**config.mk**
```make
export PLATFORM = sky130hd
export DESIGN_NAME = multicycle_main_fsm
export DESIGN_NICKNAME = d
export VERILOG_FILES = /design/src/rtl/armv4_ctrl_pkg.sv /design/src/rtl/main_fsm_outputs.sv /design/src/rtl/multicycle_main_fsm.sv
export SDC_FILE = /design/constraint.sdc
export NUM_CORES = 1
export LEC_CHECK = 0
export ABC_AREA = 1
export CORE_AREA = 2 2 39 41
export DETAILED_ROUTE_END_ITERATION = 16
export DIE_AREA = 0 0 41 43
export DONT_BUFFER_PORTS = 1
export HOLD_SLACK_MARGIN = 0.06
export PLACE_DENSITY = 0.5
export SETUP_SLACK_MARGIN = 0.4
export SYNTH_ARGS = -nofsm -noshare
export SYNTH_HDL_FRONTEND = slang
export SYNTH_SLANG_ARGS = --single-unit
```
**constraint.sdc**
```tcl
create_clock -name clk -period 1.95 [get_ports clk]
set_clock_uncertainty 0.15 [all_clocks]
set_input_delay 0.39 -clock clk [delete_from_list [all_inputs] [get_ports clk]]
set_output_delay 0.39 -clock clk [all_outputs]
set_load 0.01 [all_outputs]
```
**src/rtl/armv4_ctrl_pkg.sv**
```systemverilog
// ============================================================================
// Module      : armv4_ctrl_pkg
// Description : Shared state enum, mux-select encodings and Op class constants
//               for the multicycle ARMv4 control path.
// Revision    : 1.0 - initial release
// ============================================================================
`default_nettype none

package armv4_ctrl_pkg;

    typedef enum logic [3:0] {
        FETCH    = 4'd0,
        DECODE   = 4'd1,
        MEMADR   = 4'd2,
        MEMREAD  = 4'd3,
        MEMWB    = 4'd4,
        MEMWRITE = 4'd5,
        EXECUTER = 4'd6,
        EXECUTEI = 4'd7,
        ALUWB    = 4'd8,
        BRANCH   = 4'd9
    } state_t;

    localparam logic [1:0] c_SRCB_REG  = 2'b00;
    localparam logic [1:0] c_SRCB_IMM  = 2'b01;
    localparam logic [1:0] c_SRCB_FOUR = 2'b10;

    localparam logic [1:0] c_RES_ALUOUT = 2'b00;
    localparam logic [1:0] c_RES_DATA   = 2'b01;
    localparam logic [1:0] c_RES_ALU    = 2'b10;

    localparam logic [1:0] c_OP_DP  = 2'b00;
    localparam logic [1:0] c_OP_MEM = 2'b01;
    localparam logic [1:0] c_OP_BR  = 2'b10;
    localparam logic [1:0] c_OP_ILL = 2'b11;

    typedef struct packed {
        logic       ir_write;
        logic       next_pc;
        logic       reg_w;
        logic       mem_w;
        logic       branch;
        logic       adr_src;
        logic       alu_src_a;
        logic [1:0] alu_src_b;
        logic [1:0] result_src;
        logic       alu_op;
        logic       illegal;
    } ctrl_t;

endpackage

`default_nettype wire

```
**src/rtl/main_fsm_outputs.sv**
```systemverilog
// ============================================================================
// Module      : main_fsm_outputs
// Description : Combinational state-to-control decoder for the main FSM.
// Revision    : 1.0 - initial release
// ============================================================================
`default_nettype none

module main_fsm_outputs
    import armv4_ctrl_pkg::*;
(
    input  state_t     i_state,
    input  logic       i_mem_ready,
    input  logic [1:0] i_op,
    output ctrl_t      o_ctrl
);

    always_comb begin
        o_ctrl = '0;
        case (i_state)
            FETCH: begin
                // Fetch strobes fire only in the cycle the memory completes
                o_ctrl.ir_write   = i_mem_ready;
                o_ctrl.next_pc    = i_mem_ready;
                o_ctrl.alu_src_a  = 1'b1;
                o_ctrl.alu_src_b  = c_SRCB_FOUR;
                o_ctrl.result_src = c_RES_ALU;
            end
            DECODE: begin
                o_ctrl.alu_src_a  = 1'b1;
                o_ctrl.alu_src_b  = c_SRCB_FOUR;
                o_ctrl.result_src = c_RES_ALU;
                o_ctrl.illegal    = (i_op == c_OP_ILL);
            end
            MEMADR: begin
                o_ctrl.alu_src_b  = c_SRCB_IMM;
            end
            MEMREAD: begin
                o_ctrl.adr_src    = 1'b1;
                o_ctrl.result_src = c_RES_ALUOUT;
            end
            MEMWB: begin
                o_ctrl.result_src = c_RES_DATA;
                o_ctrl.reg_w      = 1'b1;
            end
            MEMWRITE: begin
                o_ctrl.adr_src    = 1'b1;
                o_ctrl.result_src = c_RES_ALUOUT;
                o_ctrl.mem_w      = 1'b1;
            end
            EXECUTER: begin
                o_ctrl.alu_src_b  = c_SRCB_REG;
                o_ctrl.alu_op     = 1'b1;
            end
            EXECUTEI: begin
                o_ctrl.alu_src_b  = c_SRCB_IMM;
                o_ctrl.alu_op     = 1'b1;
            end
            ALUWB: begin
                o_ctrl.result_src = c_RES_ALUOUT;
                o_ctrl.reg_w      = 1'b1;
            end
            BRANCH: begin
                o_ctrl.alu_src_b  = c_SRCB_IMM;
                o_ctrl.result_src = c_RES_ALU;
                o_ctrl.branch     = 1'b1;
            end
            default: o_ctrl = '0;
        endcase
    end

endmodule

`default_nettype wire

```
**src/rtl/multicycle_main_fsm.sv**
```systemverilog
// ============================================================================
// Module      : multicycle_main_fsm
// Description : Main control FSM of a multicycle ARMv4 subset processor.
// Revision    : 1.0 - initial release
// ============================================================================
`default_nettype none

module multicycle_main_fsm
    import armv4_ctrl_pkg::*;
(
    input  logic       clk,
    input  logic       rst,
    input  logic [1:0] Op,
    input  logic [5:0] Funct,
    input  logic       MemReady,
    output logic       IRWrite,
    output logic       NextPC,
    output logic       RegW,
    output logic       MemW,
    output logic       Branch,
    output logic       AdrSrc,
    output logic       ALUSrcA,
    output logic [1:0] ALUSrcB,
    output logic [1:0] ResultSrc,
    output logic       ALUOp,
    output logic       Illegal,
    output logic [3:0] State
);

    state_t r_state;
    state_t w_next_state;
    ctrl_t  w_ctrl;
    logic   w_unused_funct;

    // Only the I and L bits steer this FSM; the rest feed the ALU decoder
    assign w_unused_funct = ^Funct[4:1];

    always_ff @(posedge clk or posedge rst) begin
        if (rst) begin
            r_state <= FETCH;
        end else begin
            r_state <= w_next_state;
        end
    end

    always_comb begin
        w_next_state = FETCH;
        case (r_state)
            FETCH:    w_next_state = MemReady ? DECODE : FETCH;
            DECODE: begin
                case (Op)
                    c_OP_DP:  w_next_state = Funct[5] ? EXECUTEI : EXECUTER;
                    c_OP_MEM: w_next_state = MEMADR;
                    c_OP_BR:  w_next_state = BRANCH;
                    default:  w_next_state = FETCH;
                endcase
            end
            MEMADR:   w_next_state = Funct[0] ? MEMREAD : MEMWRITE;
            MEMREAD:  w_next_state = MemReady ? MEMWB : MEMREAD;
            MEMWRITE: w_next_state = MemReady ? FETCH : MEMWRITE;
            EXECUTER: w_next_state = ALUWB;
            EXECUTEI: w_next_state = ALUWB;
            default:  w_next_state = FETCH;
        endcase
    end

    main_fsm_outputs u_outputs (
        .i_state     (r_state),
        .i_mem_ready (MemReady),
        .i_op        (Op),
        .o_ctrl      (w_ctrl)
    );

    assign IRWrite   = w_ctrl.ir_write;
    assign NextPC    = w_ctrl.next_pc;
    assign RegW      = w_ctrl.reg_w;
    assign MemW      = w_ctrl.mem_w;
    assign Branch    = w_ctrl.branch;
    assign AdrSrc    = w_ctrl.adr_src;
    assign ALUSrcA   = w_ctrl.alu_src_a;
    assign ALUSrcB   = w_ctrl.alu_src_b;
    assign ResultSrc = w_ctrl.result_src;
    assign ALUOp     = w_ctrl.alu_op;
    assign Illegal   = w_ctrl.illegal;
    assign State     = r_state;

endmodule

`default_nettype wire

```
==> flow_summary_export.csv, run 1 <==
group,metric,value,unit
run_status,status,"finished, final reports clean",
power_and_ir_drop,p_switching,413,uW
clock_network,clock_path_buffers,2,
timing,worst_slew_pin_slew,296,ps
grt,antenna_found_initial,0,
logic_synthesis,synth-seq-cells,4,
floorplan,start_util,0.269,
floorplan,io_pins,28,
power_and_ir_drop,power_density,1510,nW/um^2
hold_path,hp-start,"Funct[0]",
detailed_routing,first_pass_iters,4,
hold_path,holdPathStages,2,
power_and_ir_drop,leakagePower,0.241,nW
setup_path,r2r-start,"State[1]",
logic_synthesis,avgSynthCellArea,5.90,sq um
setup_path,critPathRequiredTime,1410,ps
setup_path,crit_buf_inv,1,
detailed_routing,via_count,398,
timing,grt_setup_unrepaired,"yes",
cells_and_area,finalNetCount,81,
clock_network,insertion_delay,240,ps
detailed_routing,wl_per_cell,11.9,um
power_and_ir_drop,total_power,748,uW
timing,fmax,569,MHz
setup_path,reg2reg_depth,6,
place,hpwl,766,um
timing,finalCritPeriodShare,0.902,
cells_and_area,n_antenna_cell,0,
timing,setup_tns,0,ps
timing,period_minus_slack,1760,ps
detailed_routing,final_antenna_net_count,0,
clock_network,cts_max_level,1,
setup_path,slowest_delay,480,ps
setup_path,critPathLaunchType,"flop",
floorplan,die_h,43,um
floorplan,dieArea,1760,sq um
cells_and_area,final_layout_size_suffix_gt1_frac,0.377,
clock_network,cts_made_buffers,3,
power_and_ir_drop,intPower,335,uW
logic_synthesis,syn-cell-area,372,sq um
logic_synthesis,synth_nets,74,
setup_path,ff2ff_setup_slack,590,ps
cells_and_area,largest_register_ffs,4,
setup_path,cp_top_family,"flip-flops",
place,port_buffers,0,
place,place_congestion,0.732,
logic_synthesis,ys_warn_count,0,
floorplan,dieWidth,41,um
floorplan,num_rows,14,
floorplan,design.core.area,1380,sq um
power_and_ir_drop,switching_share,0.553,
timing,maxSlewHeadroom,0.802,
grt,track_usage,0.142,
clock_network,cts_sinks,4,
setup_path,critPathKind,"flop to primary output",
setup_path,cp.arrival,1220,ps
timing,drv_slew,0,
logic_synthesis,syn_inst,63,
cells_and_area,area_growth,33.3,%
logic_synthesis,ys_types,14,
clock_network,cts-root-buf,"clkbuf_4",
setup_path,critPathSlowestCell,"dfrtp_2",
setup_path,worstPathMaxFanout,7,
grt,grt_overflow_total,0,
detailed_routing,drt-total-wl,1.01,mm
logic_synthesis,ys_seq_area_frac,0.269,
setup_path,endpoint_kind,"primary output",
power_and_ir_drop,p_seq_frac,0.250,
power_and_ir_drop,vdd_drop_max,438,uV
timing,setup_viol,0,
detailed_routing,drc,0,
grt,grt_max_degree,8,
hold_path,holdPathEnd,"State[1]",
clock_network,cts_tree,"built",
setup_path,timing.rr.end,"State[3]",
detailed_routing,drt_iter0_markers,6,
power_and_ir_drop,clkPwrFrac,0.153,
timing,hold_viol_final,0,
detailed_routing,viasPerCell,4.68,
setup_path,crit_chain,"inv_1 -> nand2_2 -> o211ai_1",
clock_network,clk_pin_slew,50,ps
power_and_ir_drop,combPwrFrac,0.597,
hold_path,hold_class,"input port to flop",
grt,grt_pass1_vias,400,
grt,grt_pass1_wl,1.66,mm
job,maxCapViolations,0,
[Yosys cell counts]
| master | count | area [sq um] |
|---|---|---|
| nor2_2 | 1 | 6.26 |
| nand4_1 | 1 | 6.26 |
| inv_1 | 13 | 48.8 |
| a21oi_1 | 1 | 5.00 |
| o21ai_0 | 4 | 20.0 |
| inv_2 | 1 | 3.75 |
| nor3_1 | 1 | 5.00 |
| o211ai_1 | 1 | 7.51 |
| dfrtp_1 | 4 | 100 |
| buf_4 | 2 | 15.0 |
| nor2_1 | 12 | 45.0 |
| nand3_1 | 9 | 45.0 |
| nor2_4 | 2 | 22.5 |
| nand2_1 | 11 | 41.3 |
[worst register-to-register path: stages (launching register included)]
cell and delay [ps]:
dfrtp_2 490, inv_2 120, buf_4 130, nand2_1 50, nor2_1 150, nand3_1 100, o21ai_0 90
[power by group through the flow]
stage	registers [mW]	clock network, mW	logic, mW
2_1_floorplan	0.174	0	0.317
3_3_place_gp	0.174	0	0.370
3_5_place_dp	0.175	0	0.365
4_1_cts	0.188	0.120	0.442
5_1_grt	0.195	0.134	0.500
6_report	0.187	0.115	0.447
[worst max-delay path by stage]
stage | startpoint | end | slack [ps] | depth (start not counted)
floorplan | State[3] | ALUSrcB[1] | 390 | 4
global placement | State[3] | AdrSrc | 250 | 3
detailed placement | State[3] | AdrSrc | 260 | 3
CTS | State[2] | Illegal | 200 | 3
finish | State[3] | ALUSrcB[0] | 190 | 3
global route | State[2] | Illegal | 110 | 3
[metal layers]
layer | GRT usage | vias up | wire (um)
met5 | 0 | - | 0
met4 | 0.0667 | 0 | 13
met3 | 0.0733 | 2 | 89
met2 | 0.222 | 17 | 499
met1 | 0.149 | 172 | 407
li1 | - | 207 | -
[placed cells by master (no fill, tap or decap)]
master         Yosys  layout
nand2_1           11      10
nand3_1            9       8
nor2_4             2       6
nor3_4             0       1
o211ai_1           1       1
clkbuf_1           0       1
dfrtp_2            0       3
o21ai_0            4       2
dlygate4sd3_1      0       1
a21oi_2            0       1
dfrtp_1            4       1
nor2_1            12       9
o21ai_2            0       2
inv_1             13       9
nand4_1            1       1
clkbuf_4           0       3
nand2_2            0       1
nor2_2             1       1
inv_2              1       5
buf_4              2       2
nand3_2            0       1
[cells by family (layout without fill, tap and decap cells)]
logic type,Yosys count,after routing,synth area share
AO/OA/AOI/OAI,6,6,0.0875
buffers and inverters,16,21,0.182
flip-flops,4,4,0.269
AND/OR/NAND/NOR,37,38,0.461
[final cells by class]
class                      instances  area, sq um
clock buffer                       4         26.3
fill                             160          888
inverter                          14         52.6
multi-input combinational         44          268
sequential                         4          104
tap                               16         20.0
timing repair buffer               3         25.0
[stage by stage]
stage | hold WS, ps | std cells | setup slack (ps) | area, sq um | util
2_1_floorplan | 6.01 | 63 | 388 | 383 | -
6_report | 186 | 85 | 192 | 495 | 0.358
4_1_cts | 175 | 85 | 199 | 488 | 0.353
3_5_place_dp | 20.0 | 78 | 259 | 395 | 0.286
3_3_place_gp | 20.0 | 78 | 255 | 395 | 0.286
5_1_grt | 167 | 85 | 107 | 495 | 0.358
[timing repair]
action | CTS | global route
gates cloned | 1 | 0
pin swaps | 5 | 1
endpoints found under the setup margin | 13 | 13
setup buffers | 1 | 0
gates resized for setup | 17 | 2
hold buffers | 1 | 0
endpoints found under the hold margin | 4 | 0
No activity file was read; power rests on OpenSTA's default activity.
==> inputs of run 2 (changes only) <==
--- a/config.mk
+++ b/config.mk
@@ -12,6 +12,7 @@
 export DONT_BUFFER_PORTS = 1
 export HOLD_SLACK_MARGIN = 0.06
 export PLACE_DENSITY = 0.5
+export REMOVE_ABC_BUFFERS = 1
 export SETUP_SLACK_MARGIN = 0.4
 export SYNTH_ARGS = -nofsm -noshare
 export SYNTH_HDL_FRONTEND = slang
==> run 2 against run 1 <==
Compared with the run above:
- clock power decreased by 7%
- sequential share of layout area decreased by 1.6 points
- worst hold slack got worse by 22 ps
- die area unchanged
- maximum frequency decreased by 1.1%
- sequential power increased by 3%
- wire length decreased by 1.2%
- combinational power increased by 14%
- largest power group unchanged
==> flow_summary_export.csv, run 2 (synthesized netlist as in run 1, its figures left out) <==
group,metric,value,unit
clock_network,cts_made_buffers,3,
clock_network,cts-root-buf,"clkbuf_4",
grt,grt_pass1_vias,410,
setup_path,critPathRequiredTime,1410,ps
power_and_ir_drop,power_density,1510,nW/um^2
timing,finalCritPeriodShare,0.911,
floorplan,dieArea,1760,sq um
timing,worst_slew_pin_slew,300,ps
timing,hold_viol_final,0,
place,hpwl,754,um
floorplan,io_pins,28,
grt,antenna_found_initial,0,
floorplan,die_h,43,um
cells_and_area,layout_commonest_cell,"nand2_1",
detailed_routing,drt-total-wl,998,um
timing,setup_tns,0,ps
grt,grt_overflow_total,0,
hold_path,holdPathStages,2,
timing,setup_viol,0,
grt,grt_max_degree,9,
setup_path,critPathKind,"flop to primary output",
timing,grt_setup_unrepaired,"yes",
cells_and_area,final_util,0.388,
setup_path,r2r-start,"State[0]",
grt,grt_pass1_wl,1.59,mm
clock_network,cts_tree,"built",
setup_path,critPathLaunchType,"flop",
job,maxCapViolations,0,
cells_and_area,final_layout_size_suffix_gt1_frac,0.486,
clock_network,cts_sinks,4,
clock_network,cts_max_level,1,
floorplan,num_rows,14,
floorplan,dieWidth,41,um
setup_path,endpoint_kind,"primary output",
cells_and_area,largest_register_ffs,4,
setup_path,cp_top_family,"flip-flops",
grt,track_usage,0.133,
detailed_routing,viasPerCell,4.83,
setup_path,crit_buf_inv,2,
timing,maxSlewHeadroom,0.799,
setup_path,ff2ff_setup_slack,550,ps
setup_path,cp.arrival,1240,ps
detailed_routing,drt_iter0_markers,4,
detailed_routing,via_count,415,
cells_and_area,n_antenna_cell,0,
floorplan,design.core.area,1380,sq um
setup_path,timing.rr.end,"State[0]",
detailed_routing,first_pass_iters,2,
floorplan,start_util,0.269,
hold_path,holdPathEnd,"State[1]",
detailed_routing,drc,0,
cells_and_area,fill_cells,151,
setup_path,slowest_delay,400,ps
setup_path,worstPathMaxFanout,5,
clock_network,clock_path_buffers,2,
timing,drv_slew,0,
detailed_routing,wl_per_cell,11.6,um
cells_and_area,mostFrequentLayoutCells,"nand2_1, inv_2, nand3_1",
timing,period_minus_slack,1780,ps
clock_network,insertion_delay,240,ps
cells_and_area,finalNetCount,83,
hold_path,hp-start,"Funct[0]",
place,place_congestion,0.797,
setup_path,reg2reg_depth,8,
cells_and_area,area_growth,44.4,%
timing,fmax,563,MHz
setup_path,crit_chain,"buf_6 -> inv_2 -> nand2_4 -> o211ai_1",
setup_path,critPathSlowestCell,"dfrtp_1",
power_and_ir_drop,vdd_drop_max,547,uV
clock_network,clk_pin_slew,40,ps
timing,setup_slack,173,ps
run_status,status,"finished, final reports clean",
power_and_ir_drop,total_power,810,uW
place,port_buffers,0,
hold_path,hold_class,"input port to flop",
power_and_ir_drop,leakagePower,0.257,nW
detailed_routing,final_antenna_net_count,0,
place,pre_cts_ws,257,ps
run 2: cell count changes in the layout (fill, tap and decap cells not counted), moves of 2 or more:
cell,delta
nor2_1,-2
inv_1,-3
inv_2,+3
buf_4,+2
run 2: layout make-up:
cell class	instances	area [sq um]	share of cell area
Inverter	14	52.6	0.0979
Tap cell	16	20.0	0.0373
Clock buffer	3	22.5	0.0420
Timing Repair Buffer	6	51.3	0.0956
Multi-Input combinational cell	43	287	0.534
Sequential cell	4	104	0.193
run 2: stage by stage:
stage,cell area [sq um],instances,hold slack (ps)
floorplan,357,61,6.08
global placement,384,78,15.5
detailed placement,384,78,18.6
CTS,504,85,160
global route,537,86,205
finish,537,86,164
run 2: timing repair:
action,in CTS,in global routing
setup endpoints to repair,13,13
pin swaps,4,2
hold buffers,1,0
endpoints found under the hold margin,4,0
setup buffers,3,1
resized for setup,27,6
run 2: power by group:
group	switching [mW]	internal, mW
clock network	0.0379	0.0691
logic	0.333	0.177
registers	0.0760	0.116
run 2: worst max-delay path by stage:
stage	start	endpoint	slack, ps	cells after the start
floorplan	State[3]	IRWrite	390	3
global route	State[0]	Illegal	110	4
CTS	State[0]	Illegal	180	4
global placement	State[2]	AdrSrc	250	3
detailed placement	State[2]	AdrSrc	260	3
finish	State[3]	ALUSrcB[0]	170	4
run 2: layer usage:
layer / track usage / wire [um] / up-vias
met4: 0.0800 / 19 / 0
met2: 0.191 / 403 / 21
met1: 0.168 / 429 / 183
met3: 0.0419 / 145 / 2
li1: - / - / 209
met5: 0 / 0 / -
run 2: worst reg2reg max path, stage by stage (launching register included):
cell,delay (ps)
dfrtp_2,460
inv_2,70
nor2_4,160
buf_4,130
nand2_2,60
buf_4,140
nor2_1,80
nor2_1,50
nand2_1,50
